===== src/rtl/fp12_requant_pack_if.sv =====
// rtl/fp12_requant_pack_if.sv - element input / packed-word output bundle for fp12_requant_pack
//
// Purpose: groups the input element handshake, the packed output word
// handshake and the saturation counter of fp12_requant_pack.
// Signals:
//   e5m2mode   target format per element (1 = E5M2, 0 = E4M3)
//   in_valid   in_data valid              in_ready   block can accept
//   in_data    12-bit product word        in_last    last element of vector
//   out_valid  packed word valid          out_ready  consumer accepts word
//   out_data   four FP8 lanes             out_keep   per-lane valid bits
//   sat_count  saturated conversions, sticky at 0xFFFF
// Modports: master drives elements and out_ready; slave is the packer.

interface fp12_requant_pack_if;
    logic        e5m2mode;
    logic        in_valid;
    logic        in_ready;
    logic [11:0] in_data;
    logic        in_last;
    logic        out_valid;
    logic        out_ready;
    logic [31:0] out_data;
    logic [3:0]  out_keep;
    logic [15:0] sat_count;

    modport master (
        output e5m2mode, in_valid, in_data, in_last, out_ready,
        input  in_ready, out_valid, out_data, out_keep, sat_count
    );

    modport slave (
        input  e5m2mode, in_valid, in_data, in_last, out_ready,
        output in_ready, out_valid, out_data, out_keep, sat_count
    );
endinterface


===== src/rtl/fp12_requant_pack.sv =====
// rtl/fp12_requant_pack.sv - FP12 product to FP8 (E5M2/E4M3) requantizer and 4-lane packer
//
// Purpose: converts each accepted 12-bit product word {sign, exp5 bias 15,
// frac6} to FP8 in the per-element selected format, packs four results per
// 32-bit output word (lane 0 in [7:0]), flushes a partial word on in_last and
// counts saturated conversions.
// Ports:
//   clk   clock, rising edge
//   rst   synchronous active-high reset
//   bus   fp12_requant_pack_if.slave (element input, word output, sat_count)

module fp12_requant_pack (
    input  logic                   clk,
    input  logic                   rst,
    fp12_requant_pack_if.slave     bus
);

    logic [31:0] r_buf;
    logic [1:0]  r_lane_idx;
    logic        r_out_valid;
    logic [31:0] r_out_data;
    logic [3:0]  r_out_keep;
    logic [15:0] r_sat_count;

    logic        w_accept;
    logic        w_complete;
    logic        w_sign;
    logic [4:0]  w_exp;
    logic [5:0]  w_frac;
    logic        w_up;
    logic [2:0]  w_m5;
    logic [5:0]  w_e5;
    logic [3:0]  w_m4;
    logic [5:0]  w_e4;
    logic [7:0]  w_lane;
    logic        w_sat;
    logic [31:0] w_word;
    logic [3:0]  w_keep;

    assign bus.in_ready  = !r_out_valid || bus.out_ready;
    assign bus.out_valid = r_out_valid;
    assign bus.out_data  = r_out_data;
    assign bus.out_keep  = r_out_keep;
    assign bus.sat_count = r_sat_count;

    assign w_accept   = bus.in_valid && bus.in_ready;
    assign w_complete = (r_lane_idx == 2'd3) || bus.in_last;

    assign w_sign = bus.in_data[11];
    assign w_exp  = bus.in_data[10:6];
    assign w_frac = bus.in_data[5:0];

    // Element conversion. Rounding is RNE: round up when guard is set and
    // either sticky or the retained LSB is set (tie goes to even).
    always_comb begin
        w_lane = {w_sign, 7'h00};
        w_sat  = 1'b0;
        w_up   = 1'b0;
        w_m5   = 3'd0;
        w_e5   = 6'd0;
        w_m4   = 4'd0;
        w_e4   = 6'd0;
        if (w_exp == 5'd0) begin
            w_lane = {w_sign, 7'h00};
        end else if (w_exp == 5'd31) begin
            w_sat  = 1'b1;
            w_lane = {w_sign, (bus.e5m2mode ? 7'h7B : 7'h7E)};
        end else if (bus.e5m2mode) begin
            w_up = w_frac[3] && ((|w_frac[2:0]) || w_frac[4]);
            w_m5 = {1'b0, w_frac[5:4]} + {2'b00, w_up};
            w_e5 = {1'b0, w_exp} + {5'd0, w_m5[2]};
            // Exponent 31 is Inf/NaN in E5M2; clamp to max finite instead.
            if (w_e5 >= 6'd31) begin
                w_sat  = 1'b1;
                w_lane = {w_sign, 7'h7B};
            end else begin
                w_lane = {w_sign, w_e5[4:0], w_m5[1:0]};
            end
        end else if (w_exp > 5'd8) begin
            w_up = w_frac[2] && ((|w_frac[1:0]) || w_frac[3]);
            w_m4 = {1'b0, w_frac[5:3]} + {3'b000, w_up};
            w_e4 = {1'b0, w_exp} - 6'd8 + {5'd0, w_m4[3]};
            // E4M3 reserves {1111,111} for NaN, so 0x7E is the largest finite.
            if ((w_e4 > 6'd15) || ((w_e4 == 6'd15) && (w_m4[2:0] == 3'b111))) begin
                w_sat  = 1'b1;
                w_lane = {w_sign, 7'h7E};
            end else begin
                w_lane = {w_sign, w_e4[3:0], w_m4[2:0]};
            end
        end
    end

    // Merge the current element into its lane; lanes above it are still
    // zero because the buffer is cleared whenever a word is emitted.
    always_comb begin
        w_word = r_buf;
        w_keep = 4'h0;
        for (int i = 0; i < 4; i++) begin
            if (r_lane_idx == 2'(i)) begin
                w_word[8*i +: 8] = w_lane;
            end
            w_keep[i] = (2'(i) <= r_lane_idx);
        end
    end

    always_ff @(posedge clk) begin
        if (rst) begin
            r_buf       <= 32'd0;
            r_lane_idx  <= 2'd0;
            r_out_valid <= 1'b0;
            r_out_data  <= 32'd0;
            r_out_keep  <= 4'h0;
            r_sat_count <= 16'd0;
        end else begin
            if (w_accept) begin
                if (w_complete) begin
                    r_buf      <= 32'd0;
                    r_lane_idx <= 2'd0;
                end else begin
                    r_buf      <= w_word;
                    r_lane_idx <= r_lane_idx + 2'd1;
                end
            end
            // A load can only happen when the output slot is free or being
            // drained this cycle, so it always takes priority over clearing.
            if (w_accept && w_complete) begin
                r_out_valid <= 1'b1;
                r_out_data  <= w_word;
                r_out_keep  <= w_keep;
            end else if (bus.out_ready) begin
                r_out_valid <= 1'b0;
            end
            if (w_accept && w_sat && (r_sat_count != 16'hFFFF)) begin
                r_sat_count <= r_sat_count + 16'd1;
            end
        end
    end

endmodule


===== src/flat_wrapper.sv =====
// flat-port wrapper written by rule: the top's interface ports become plain ports
module fp12_requant_pack_flat 
  (clk, rst, bus_e5m2mode, bus_in_valid, bus_in_data, bus_in_last, bus_out_ready, bus_in_ready, bus_out_valid, bus_out_data, bus_out_keep, bus_sat_count);
  fp12_requant_pack_if bus_i ();
  input  logic clk;
  input  logic rst;
  input wire logic [$bits(bus_i.e5m2mode)-1:0] bus_e5m2mode;
  input wire logic [$bits(bus_i.in_valid)-1:0] bus_in_valid;
  input wire logic [$bits(bus_i.in_data)-1:0] bus_in_data;
  input wire logic [$bits(bus_i.in_last)-1:0] bus_in_last;
  input wire logic [$bits(bus_i.out_ready)-1:0] bus_out_ready;
  output wire logic [$bits(bus_i.in_ready)-1:0] bus_in_ready;
  output wire logic [$bits(bus_i.out_valid)-1:0] bus_out_valid;
  output wire logic [$bits(bus_i.out_data)-1:0] bus_out_data;
  output wire logic [$bits(bus_i.out_keep)-1:0] bus_out_keep;
  output wire logic [$bits(bus_i.sat_count)-1:0] bus_sat_count;
  assign bus_i.e5m2mode = bus_e5m2mode;
  assign bus_i.in_valid = bus_in_valid;
  assign bus_i.in_data = bus_in_data;
  assign bus_i.in_last = bus_in_last;
  assign bus_i.out_ready = bus_out_ready;
  assign bus_in_ready = bus_i.in_ready;
  assign bus_out_valid = bus_i.out_valid;
  assign bus_out_data = bus_i.out_data;
  assign bus_out_keep = bus_i.out_keep;
  assign bus_sat_count = bus_i.sat_count;
  fp12_requant_pack u_core (.clk(clk), .rst(rst), .bus(bus_i));
endmodule

===== config.mk =====
export PLATFORM = sky130hd
export DESIGN_NAME = fp12_requant_pack_flat
export DESIGN_NICKNAME = d
export VERILOG_FILES = /design/src/rtl/fp12_requant_pack_if.sv /design/src/rtl/fp12_requant_pack.sv /design/src/flat_wrapper.sv
export SDC_FILE = /design/constraint.sdc
export NUM_CORES = 1
export LEC_CHECK = 0
export CORE_ASPECT_RATIO = 1.25
export CORE_MARGIN = 4
export CORE_UTILIZATION = 35
export CTS_CLUSTER_SIZE = 25
export DETAILED_ROUTE_END_ITERATION = 8
export SLEW_MARGIN = 15
export SYNTH_ARGS = -nofsm -noshare
export SYNTH_HDL_FRONTEND = slang
export SYNTH_SLANG_ARGS = --single-unit

===== constraint.sdc =====
create_clock -name clk -period 2.8 [get_ports clk]
set_input_delay 0.56 -clock clk [delete_from_list [all_inputs] [get_ports clk]]
set_output_delay 0.56 -clock clk [all_outputs]
set_load 0.01 [all_outputs]

Yosys cells after proc, flatten, opt, wreduce, memory -nomap -nowiden. Cells that the tools add are included.

Output and inout bits: 54. Bits in registers: 87. Input port bits: 18. Logic and storage cells: 66.

Add/subtract/negate cells: 7. Equality and inequality tests: 7. Multiplexer cells: 21. Order comparisons: 7. Reductions and logical operators: 18.

Operators by type and width (number): 7-bit two-way mux (6); 32-bit two-way mux (1); 8-bit two-way mux (4); 16-bit by 1-bit adder with 16-bit output, second input constant (1); 16-bit != test, second input constant (1); 1-bit two-way mux (8); 1-bit logical AND (7); 5-bit by 1-bit adder with 6-bit output (1); 6-bit by 1-bit adder with 6-bit output (1); 6-bit by 4-bit equality test with 1-bit output, second input constant (1); 6-bit by 5-bit >= comparator with 1-bit output, second input constant (1); 6-bit by 4-bit greater-than comparator with 1-bit output, second input constant (1); 5-bit by 4-bit subtractor with 6-bit output, second input constant (1); 5-bit equality test, second input constant (1); 5-bit by 4-bit greater-than comparator with 1-bit output, second input constant (1); 5-bit zero test (1); 1-bit logical OR (5); 3-bit by 1-bit adder with 4-bit output (1); 2-bit equality test, second input constant (2); 1-bit by 2-bit <= comparator with 1-bit output, first input constant (2); 2-bit <= comparator, first input constant (2); 2-bit by 1-bit adder with 3-bit output (1); 3-bit equality test, second input constant (1); 3-bit two-way mux (1); other kinds (8) (8).

Longest topological paths before layout. Gate-level depths: netlist of run 1.

Depth after elaboration: 15. Depth in mapped cells: 13. Mapped depth without buffers: 11.

Least setup slack after synthesis of run 1. Ideal clock, no wire load.

Path kind: input to register. Start: input bus_in_data[3]. End: register u_core.r_sat_count[15] (netlist: u_core.bus.sat_count[15]). Setup time: 0.121 ns. Path buffers: 1. Slack: -0.123 ns. Stages: 12. Data arrival time: 2.802 ns. Data required time: 2.679 ns. Cells stage by stage: and2_1 -> and3_1 -> ha_1 -> ha_1 -> a41oi_1 -> nor2_1 -> or2_2 -> a21boi_2 -> o21ai_2 -> buf_6 -> nor4_2 -> mux2_4.

Word-level cells in the longest chain between the ends: 14. Elaborated cells on any way between the ends: 21. Those cells by class: 4 x add/sub; 2 x order compare; 2 x eq/ne; 6 x mux; 7 x reduce/logical.

RTL lines: start, declared (RTL line flat_wrapper.sv:9) `input wire logic [$bits(bus_i.in_data)-1:0] bus_in_data;`; parallel branches: the longest is 9 deep, another holds 6-bit by 1-bit adder with 6-bit output; 1-bit two-way mux (*) (RTL line fp12_requant_pack.sv:68) `end else if (bus.e5m2mode) begin`; 1-bit two-way mux (*) (RTL line fp12_requant_pack.sv:65) `end else if (w_exp == 5'd31) begin`; 1-bit two-way mux (*) (RTL line fp12_requant_pack.sv:63) `if (w_exp == 5'd0) begin`; 1-bit logical AND (*) (2 in a row) (RTL line fp12_requant_pack.sv:133) `if (w_accept && w_sat && (r_sat_count != 16'hFFFF)) begin`; end signal, assigned (RTL line fp12_requant_pack.sv:134) `r_sat_count <= r_sat_count + 16'd1;`; end, declared (RTL line fp12_requant_pack.sv:23) `logic [15:0] r_sat_count;`.

Every way passes the cells marked *. A chain may end at the register's enable or synchronous reset.

Worst setup path after layout of run 1.
Start: input bus_in_data[4]. End: register u_core.r_sat_count[13] (netlist: u_core.bus.sat_count[13]).

Word-level cells in the longest chain between the ends: 12. Elaborated cells on any way between the ends: 20. Those cells by class: 4 x add/sub; 2 x order compare; 2 x eq/ne; 6 x mux; 6 x reduce/logical.

RTL lines (RTL line): parallel branches: the longest is 7 deep, another holds 6-bit by 1-bit adder with 6-bit output; 1-bit two-way mux (*) (fp12_requant_pack.sv:68); 1-bit two-way mux (*) (fp12_requant_pack.sv:65); 1-bit two-way mux (*) (fp12_requant_pack.sv:63); 1-bit logical AND (*) (2 in a row) (fp12_requant_pack.sv:133).

Marks and branches as above.

==> results of run 1 <==
[worst max path at each step]
stage	startpoint	to	cells past startpoint
after floorplan	bus_in_data[3]	u_core.bus.sat_count[15]$_SDFFE_PP0P_	12
after global placement	bus_in_data[3]	u_core.bus.sat_count[9]$_SDFFE_PP0P_	13
after detailed placement	bus_in_data[3]	u_core.bus.sat_count[13]$_SDFFE_PP0P_	13
after CTS	bus_in_data[4]	u_core.bus.sat_count[13]$_SDFFE_PP0P_	13
after global routing	bus_in_data[4]	u_core.bus.out_data[9]$_SDFFE_PP0P_	14
final	bus_in_data[4]	u_core.bus.sat_count[13]$_SDFFE_PP0P_	13
[layer usage]
metal,vias up,part of all wire
met3,20,0.047
met5,-,0
met1,1896,0.45
met4,0,0.020
met2,120,0.49
li1,1938,-
[power by group through the flow]
stage	sequential, uW	clock (uW)	combinational [uW]
after floorplan	1310	0	176
after global placement	1310	0	353
after detailed placement	1310	0	357
after CTS	1280	1220	378
after global routing	1280	1270	426
final	1280	1190	388
[stage by stage]
step / std cells / setup TNS (ns) / utilization / instance area [um^2]
final: 712 / 0 / 0.506 / 5690
after global routing: 712 / -0.0668 / 0.506 / 5690
after CTS: 712 / 0 / 0.499 / 5620
after detailed placement: 691 / -24.90 / 0.461 / 5190
after global placement: 691 / -21.78 / 0.461 / 5190
after floorplan: 470 / 0 / - / 4100
[state kept, by name, summed over array words and instances, names as in the netlist]
| signal | count |
|---|---|
| u_core.r_buf | 32 |
| u_core.bus.out_keep | 4 |
| u_core.r_lane_idx | 2 |
| u_core.bus.out_data | 32 |
| u_core.bus.sat_count | 16 |
| u_core.bus.out_valid | 1 |
[critical path, stage by stage]
cell and delay (ns):
clkdlybuf4s15_1 0.17, and2_4 0.14, and3_4 0.17, ha_4 0.16
ha_4 0.26, nand3_2 0.06, nor3_2 0.21, nand3_2 0.15
a21boi_4 0.22, o21ai_4 0.12, buf_12 0.15, or4_4 0.48
a21oi_2 0.16
[cells in the mapped netlist, types with 2 or more instances]
| cell type | n |
|---|---|
| xnor2_1 | 3 |
| ha_1 | 12 |
| o21a_1 | 3 |
| dfxtp_1 | 87 |
| nand2_1 | 28 |
| a32oi_1 | 3 |
| or2_2 | 2 |
| nand4_1 | 4 |
| mux2i_1 | 5 |
| a21oi_1 | 29 |
| a22oi_1 | 16 |
| or4_1 | 7 |
| nor4b_1 | 12 |
| clkbuf_1 | 25 |
| and2_1 | 13 |
| o311ai_0 | 2 |
| o21ai_0 | 42 |
| o2bb2ai_1 | 8 |
| a31oi_1 | 13 |
| nor4_1 | 2 |
| nor3_1 | 8 |
| nor3_2 | 2 |
| nor2b_1 | 5 |
| buf_6 | 4 |
| xor2_1 | 3 |
| and3_1 | 6 |
| o31ai_1 | 6 |
| or3_1 | 4 |
| nand3_1 | 16 |
| and4_1 | 2 |
| nand2b_1 | 3 |
| a211oi_1 | 15 |
| a22o_1 | 3 |
| inv_1 | 8 |
| nor2_1 | 53 |
[cells by family after synthesis]
| group | Yosys count | share of synthesized area |
|---|---|---|
| fa+ha+maj | 12 | 0.0369 |
| xor+xnor | 7 | 0.0169 |
| compound gates | 149 | 0.238 |
| buf+inv | 38 | 0.0433 |
| simple gates | 171 | 0.221 |
| flops | 87 | 0.428 |
| mux | 6 | 0.0160 |
[final cells by class]
| cell class | instances | area [um^2] | area share |
|---|---|---|---|
| multi-input cells | 345 | 2320 | 0.408 |
| repair buffers | 121 | 1130 | 0.198 |
| clock buffers | 11 | 243 | 0.0427 |
| flip-flops and latches | 87 | 1740 | 0.306 |
| clock inverters | 5 | 57.6 | 0.0101 |
| well taps | 135 | 169 | 0.0297 |
| inverters | 8 | 30.0 | 0.00528 |
[timing repair]
| item | in CTS | in global routing |
|---|---|---|
| resized for setup | 16 | 18 |
| buffers inserted | 3 | 0 |
| pin swaps | 16 | 10 |
| endpoints found under the setup margin | 51 | 55 |
| cloned | 2 | 0 |
==> results.yml, run 1 <==
sta:
  finalHoldViolations: 0
  max_freq_ghz: 0.366
  setup_ws_ns: 0.0697
  setup_viol: 0
  period_needed_ns: 2.73
  hold_slack_ns: 0.456
  slew_viol_final: 0
  worst_pin_slew_ns: 0.950
  slew_headroom: 0.367
  clock_skew_ns: 0.0104
  period_share: 0.975
global_route:
  top_usage_layer: "met2"
  grt_pass1_wl_um: 19400
  grt_overflow: 0
  use_met3: 0.0421
  grt_use_total: 0.174
  use_met2: 0.297
  grt_max_degree: 53
  grt_pass1_vias: 3969
  grtUsageMet1: 0.215
  antenna_found_initial: 0
power_and_ir_drop:
  power_frac_comb: 0.136
  ir_worst_vdd_uv: 291
  switching_share: 0.248
  powerDensity_mw_per_mm2: 503
  totalPowerFinal_uw: 2860
  p_clk_frac: 0.417
  seqPwrFrac: 0.447
  p_int_uw: 2150
  switchingPower_uw: 710
  p_leak_uw: 0.00204
layout:
  drive_gt1_frac: 0.175
  nFillCells: 1032
  most-common-layout-cells: "dfxtp_1 (87), clkdlybuf4s50_1 (65), nor2_1 (52)"
  areaGrowthSynthToFinish_pct: 39.8
  fin_nets: 602
  final_common_cell: "dfxtp_1"
  diodes: 0
floorplan:
  die_area_mm2: 0.0134
  io_pins: 72
  core-area_mm2: 0.0112
  die_width_um: 104
  initial_utilization: 0.362
  fp.dieH_um: 129
  rows: 43
yosys:
  synth_top_area_frac: 0.428
  synth_flop_cell: "dfxtp_1"
  synth_nets: 500
  synth_seq_area_share: 0.428
  avgSynthCellArea_um2: 8.66
  async_reset_ff_frac: 0
  synth_cell_types: 51
  synth_edf_count: 0
  yosysWarnings: 0
  netlist_area_mm2: 0.00407
  ys_top_cells_by_area: "dfxtp_1 (43%), o21ai_0 (5.2%), nor2_1 (4.9%)"
  yosys.area.top_type: "dfxtp_1"
  synthCells: 470
  ys_seq_elements: 87
critical_path:
  crit_type: "primary input to flip-flop"
  rr_endpoint: "u_core.bus.sat_count[1]$_SDFFE_PP0P_"
  r2r_slack_ns: 0.58
  cp-end-kind: "flip-flop"
  r2r-start: "u_core.bus.sat_count[1]$_SDFFE_PP0P_"
  crit_arrival_ns: 2.99
  start_kind: "primary input"
  reg2reg_depth: 8
  path_max_fanout: 6
  required_ns: 3.06
drt:
  drc: 0
  via_per_inst: 5.58
  antenna_left: 0
  wl_per_cell_um: 16.2
  drt_iter0_drc: 217
  wl_um: 11500
  num_vias: 3974
  first_pass_iters: 7
cts:
  root_buffer: "clkbuf_16"
  cts_buffers: 9
  cts_tree: "built"
  ctsLongestPathBuffers: 2
  clk_latency_ns: 0.34
  clkSlewWorstSetupHoldPaths_ns: 0.07
  cts.sinks: 87
  htreeDepth: 3
  cts-hold-fix-buffers: 0
placed_design:
  gp_congestion: 0.829
  dp_hpwl_um: 8160
  pre_cts_ws_ns: -0.584
  numPortBuffers: 71
outcome:
  status: "complete, no violations"
worst_hold_path:
  min-delay-start: "u_core.r_buf[19]$_SDFFE_PP0P_"
  hold_end: "u_core.r_buf[19]$_SDFFE_PP0P_"
  hold_class: "flip-flop to flip-flop"
  hold_depth: 2
job:
  max_cap_violations: 0
Power figures use the tool's default switching activity.
==> run 2, diff against run 1 <==
==> constraint.sdc (replaced) <==
create_clock -name clk -period 2.8 [get_ports clk]
set_input_delay 0.56 -clock clk [delete_from_list [all_inputs] [get_ports clk]]
set_output_delay 0.56 -clock clk [all_outputs]
set_load 0.1 [all_outputs]
==> results.yml, run 2 (synthesis results as in run 1) <==
critical_path:
  crit_type: "primary input to flip-flop"
  start_kind: "primary input"
  rr_endpoint: "u_core.bus.sat_count[1]$_SDFFE_PP0P_"
  required_ns: 2.98
  path_max_fanout: 7
  cp-end-kind: "flip-flop"
  reg2reg_depth: 8
  slowest_delay_ns: 0.54
  critPathSlowestCell: "clkdlybuf4s50_1"
  path_cells: "clkdlybuf4s50_1, buf_4, nor4_1, nor3_2, buf_4, o311ai_0, and3_1, nor2_1, a22oi_1, nor2_1"
  crit_end: "u_core.r_buf[6]$_SDFFE_PP0P_"
  r2r-start: "u_core.bus.sat_count[6]$_SDFFE_PP0P_"
  r2r_slack_ns: 0.56
  crit_arrival_ns: 2.85
  worstSetupStartpoint: "bus_in_data[7]"
global_route:
  antenna_found_initial: 0
  grt_pass1_wl_um: 19400
  grt_use_total: 0.176
  grt_pass1_vias: 3896
  grt_overflow: 0
  grt_max_degree: 46
sta:
  slew_viol_final: 0
  hold_slack_ns: 0.456
  period_share: 0.952
  setup_ws_ns: 0.133
  max_freq_ghz: 0.375
  finalHoldViolations: 0
  period_needed_ns: 2.67
  tns_ns: 0
  worst_pin_slew_ns: 0.907
  rsz0062_at_grt: "no"
  slew_headroom: 0.395
  clock_skew_ns: 0.00427
  setup_viol: 0
placed_design:
  placed_cells_incl_taps: 699
  placed_cell_area_mm2: 0.00512
  numPortBuffers: 71
  gp_congestion: 0.841
  pre_cts_ws_ns: -0.681
  dp_hpwl_um: 8230
power_and_ir_drop:
  p_leak_uw: 0.00221
  ir_worst_vdd_uv: 278
  powerDensity_mw_per_mm2: 536
layout:
  final_common_cell: "buf_4"
  most-common-layout-cells: "buf_4 (108), dfxtp_1 (86), nor2_1 (51)"
  register_area_mm2: 0.00174
  drive_gt1_frac: 0.282
  multi_input_area_mm2: 0.00234
  fin_cells: 721
  areaGrowthSynthToFinish_pct: 37.9
  stdcell_area_mm2: 0.00561
  fin_nets: 611
  diodes: 0
  nFillCells: 1015
cts:
  clkSlewWorstSetupHoldPaths_ns: 0.06
  htreeDepth: 3
  cts_tree: "built"
  cts-hold-fix-buffers: 0
  cts.sinks: 87
  cts_buffers: 9
  ctsLongestPathBuffers: 2
  clk_latency_ns: 0.33
  root_buffer: "clkbuf_16"
floorplan:
  die_width_um: 104
  core-area_mm2: 0.0112
  rows: 43
  die_area_mm2: 0.0134
  io_pins: 72
  initial_utilization: 0.362
  fp.dieH_um: 129
drt:
  num_vias: 3929
  antenna_left: 0
  via_per_inst: 5.45
  wl_um: 11700
  drc: 0
  drt_iter0_drc: 218
  wl_per_cell_um: 16.2
  first_pass_iters: 4
job:
  max_cap_violations: 0
outcome:
  status: "complete, no violations"
worst_hold_path:
  min-delay-start: "u_core.r_buf[25]$_SDFFE_PP0P_"
  hold_class: "flip-flop to flip-flop"
## run 2: cell types whose count changed in the layout (fill, tap and decap cells not counted), sizes merged
cell and change:
buf +61, clkbuf +3, clkdlybuf4s15 -1, clkdlybuf4s50 -55, clkinv +1, clkinvlp -3, dlygate4sd2 -2, dlymetal6s2s +3
o21ai +2
## run 2: report_power, final
group | leakage [uW] | internal, uW | switching [uW] | total (uW)
Sequential | 0.000704 | 1260 | 17.0 | 1280
Clock | 0.000156 | 761 | 465 | 1230
Combinational | 0.00135 | 169 | 334 | 502
## run 2: cell type report
cell class	count	share of cell area
multi-input combinational	347	0.417
sequential	87	0.310
timing repair buffer	128	0.181
clock buffer	13	0.0481
tap	135	0.0301
clock inverter	3	0.00713
inverter	8	0.00535
## run 2: worst min path at each step
stage / endpoint / slack, ns / cells past startpoint
global placement: u_core.r_buf[25]$_SDFFE_PP0P_ / 0.43 / 1
floorplan: u_core.r_buf[11]$_SDFFE_PP0P_ / 0.42 / 2
finish: u_core.r_buf[25]$_SDFFE_PP0P_ / 0.46 / 1
global route: u_core.r_buf[25]$_SDFFE_PP0P_ / 0.47 / 1
detailed placement: u_core.r_buf[25]$_SDFFE_PP0P_ / 0.44 / 1
CTS: u_core.r_buf[25]$_SDFFE_PP0P_ / 0.46 / 1
## run 2: per-layer routing
| layer | up-vias | track usage | wire (um) |
|---|---|---|---|
| li1 | 1966 | - | - |
| met2 | 86 | 0.294 | 5660 |
| met3 | 18 | 0.0301 | 462 |
| met5 | - | 0 | 0 |
| met4 | 0 | 0.0759 | 233 |
| met1 | 1859 | 0.224 | 5340 |
## run 2: metrics by stage
step | total power, uW | util
after floorplan | 1600 | -
after global placement | 1780 | 0.455
after detailed placement | 1780 | 0.455
after CTS | 3030 | 0.495
after global routing | 3120 | 0.499
final | 3010 | 0.499
## run 2: worst max-delay path: cells and delay by family
kind | cells | cell delay (ns)
simple gates | 5 | 1.09
buf+inv | 3 | 0.95
compound gates | 2 | 0.25
## run 2: timing repair
action / CTS / global route
hold endpoints to repair: 0 / 0
resized for setup: 20 / 16
pin swaps: 11 / 9
cloned: 2 / 0
setup endpoints to repair: 53 / 57
setup buffers: 4 / 0
==> run 3, diff against run 2 <==
==> constraint.sdc (replaced) <==
create_clock -name clk -period 2.8 [get_ports clk]
set_input_delay 0.42 -clock clk [delete_from_list [all_inputs] [get_ports clk]]
set_output_delay 0.42 -clock clk [all_outputs]
set_load 0.1 [all_outputs]
==> results.yml, run 3 (synthesis results as in run 1) <==
global_route:
  grt_pass1_vias: 3759
  grt_overflow: 0
  antenna_found_initial: 0
  grt_pass1_wl_um: 18700
  grt_max_degree: 49
  grt_use_total: 0.169
worst_hold_path:
  hold_class: "flip-flop to flip-flop"
cts:
  cts_buffers: 9
  cts_tree: "built"
  clkSlewWorstSetupHoldPaths_ns: 0.06
  root_buffer: "clkbuf_16"
  ctsLongestPathBuffers: 2
  cts.sinks: 87
  htreeDepth: 3
  cts-hold-fix-buffers: 0
  clk_latency_ns: 0.33
critical_path:
  crit_type: "primary input to flip-flop"
  worst-path-buf-inv: 3
  slowest_delay_ns: 0.46
  critPathSlowestCell: "or4_1"
  cp-end-kind: "flip-flop"
  path_max_fanout: 5
  start_kind: "primary input"
  cpMostUsedCell: "buf_4"
  required_ns: 3.06
  crit_arrival_ns: 2.94
  path_cells: "dlygate4sd2_1, and2_4, and3_1, ha_2, ha_4, buf_4, xnor2_2, nor3_2, nand3_2, a21boi_4, o21ai_4, buf_4, or4_1, a21oi_1"
  path_delay_family: "simple AND/OR/NAND/NOR gates"
layout:
  areaGrowthSynthToFinish_pct: 35.4
  fin_cells: 714
  most-common-layout-cells: "buf_4 (106), dfxtp_1 (86), nor2_1 (53)"
  diodes: 0
  drive_gt1_frac: 0.257
  final_common_cell: "buf_4"
  fin_nets: 606
sta:
  period_needed_ns: 2.68
  max_freq_ghz: 0.373
  rsz0062_at_grt: "no"
  worst_pin_slew_ns: 0.826
  slew_headroom: 0.449
  tns_ns: 0
  period_share: 0.958
  slew_viol_final: 0
  clock_skew_ns: 0.00645
  setup_viol: 0
  setup_ws_ns: 0.117
  finalHoldViolations: 0
floorplan:
  io_pins: 72
  die_area_mm2: 0.0134
  rows: 43
  core-area_mm2: 0.0112
  die_width_um: 104
  fp.dieH_um: 129
  initial_utilization: 0.362
drt:
  via_per_inst: 5.45
  first_pass_iters: 4
  drc: 0
  drt_iter0_drc: 196
  wl_per_cell_um: 15.7
  num_vias: 3894
  antenna_left: 0
  wl_um: 11200
power_and_ir_drop:
  powerDensity_mw_per_mm2: 549
  ir_worst_vdd_uv: 343
  seqPwrFrac: 0.423
  p_clk_frac: 0.416
  p_leak_uw: 0.00215
  power_frac_comb: 0.161
  switchingPower_uw: 804
  switching_share: 0.265
  p_int_uw: 2220
outcome:
  status: "complete, no violations"
placed_design:
  placed_cells_incl_taps: 694
  dp_hpwl_um: 7980
  gp_congestion: 0.804
  pre_cts_ws_ns: -0.518
  numPortBuffers: 71
job:
  max_cap_violations: 0
==> run 3: layout make-up <==
class                      instances  area [um^2]
multi-input combinational        345         2270
fill                            1087         5730
sequential                        87         1740
tap                              135          169
clock inverter                     3         68.8
inverter                           8         30.0
timing repair buffer             125          987
clock buffer                      11          243
==> run 3: final timing paths <==
| kind | cells past startpoint | slack [ns] | to | startpoint |
|---|---|---|---|---|
| worst max register to register | 8 | 0.65 | u_core.bus.sat_count[15]$_SDFFE_PP0P_ | u_core.bus.sat_count[7]$_SDFFE_PP0P_ |
| worst max-delay path | 14 | 0.12 | u_core.bus.sat_count[7]$_SDFFE_PP0P_ | bus_in_data[3] |
| worst min register to register | 2 | 0.45 | u_core.r_buf[1]$_SDFFE_PP0P_ | u_core.r_buf[1]$_SDFFE_PP0P_ |
| worst min-delay path | 2 | 0.45 | u_core.r_buf[1]$_SDFFE_PP0P_ | u_core.r_buf[1]$_SDFFE_PP0P_ |
==> run 3: routing by layer <==
layer,up-vias,global-route usage,part of all wire
met2,91,0.278,0.48
met3,15,0.0371,0.047
li1,1952,-,-
met5,-,0,0
met4,0,0.0477,0.017
met1,1836,0.226,0.46
==> run 3: worst reg2reg max path, cell delays in order (launching register included) <==
cell and delay [ns]:
dfxtp_1 0.44, and4_1 0.25, and3_1 0.23, nand2_2 0.11
o311a_1 0.40, o21ai_4 0.11, buf_4 0.16, nor4_4 0.04
mux2_4 0.30
==> run 3: timing repair <==
action	CTS	global route
pin swaps	9	9
cloned	0	0
endpoints found under the setup margin	32	22
buffers inserted	6	0
gates resized for setup	14	14
==> run 3: metrics by stage <==
step	instance area, um^2	util	power (uW)	hold WS (ns)
2_1_floorplan	4080	-	1600	0.417
3_3_place_gp	5050	0.449	1770	0.435
3_5_place_dp	5050	0.449	1770	0.438
4_1_cts	5430	0.483	3040	0.453
5_1_grt	5510	0.490	3150	0.467
6_report	5510	0.490	3030	0.449
==> run 3: power groups by stage <==
stage / logic [uW] / registers (uW) / clock network (uW)
detailed placement: 467 / 1310 / 0
finish: 488 / 1280 / 1260
global route: 525 / 1280 / 1340
global placement: 465 / 1310 / 0
CTS: 478 / 1280 / 1280
floorplan: 178 / 1420 / 0
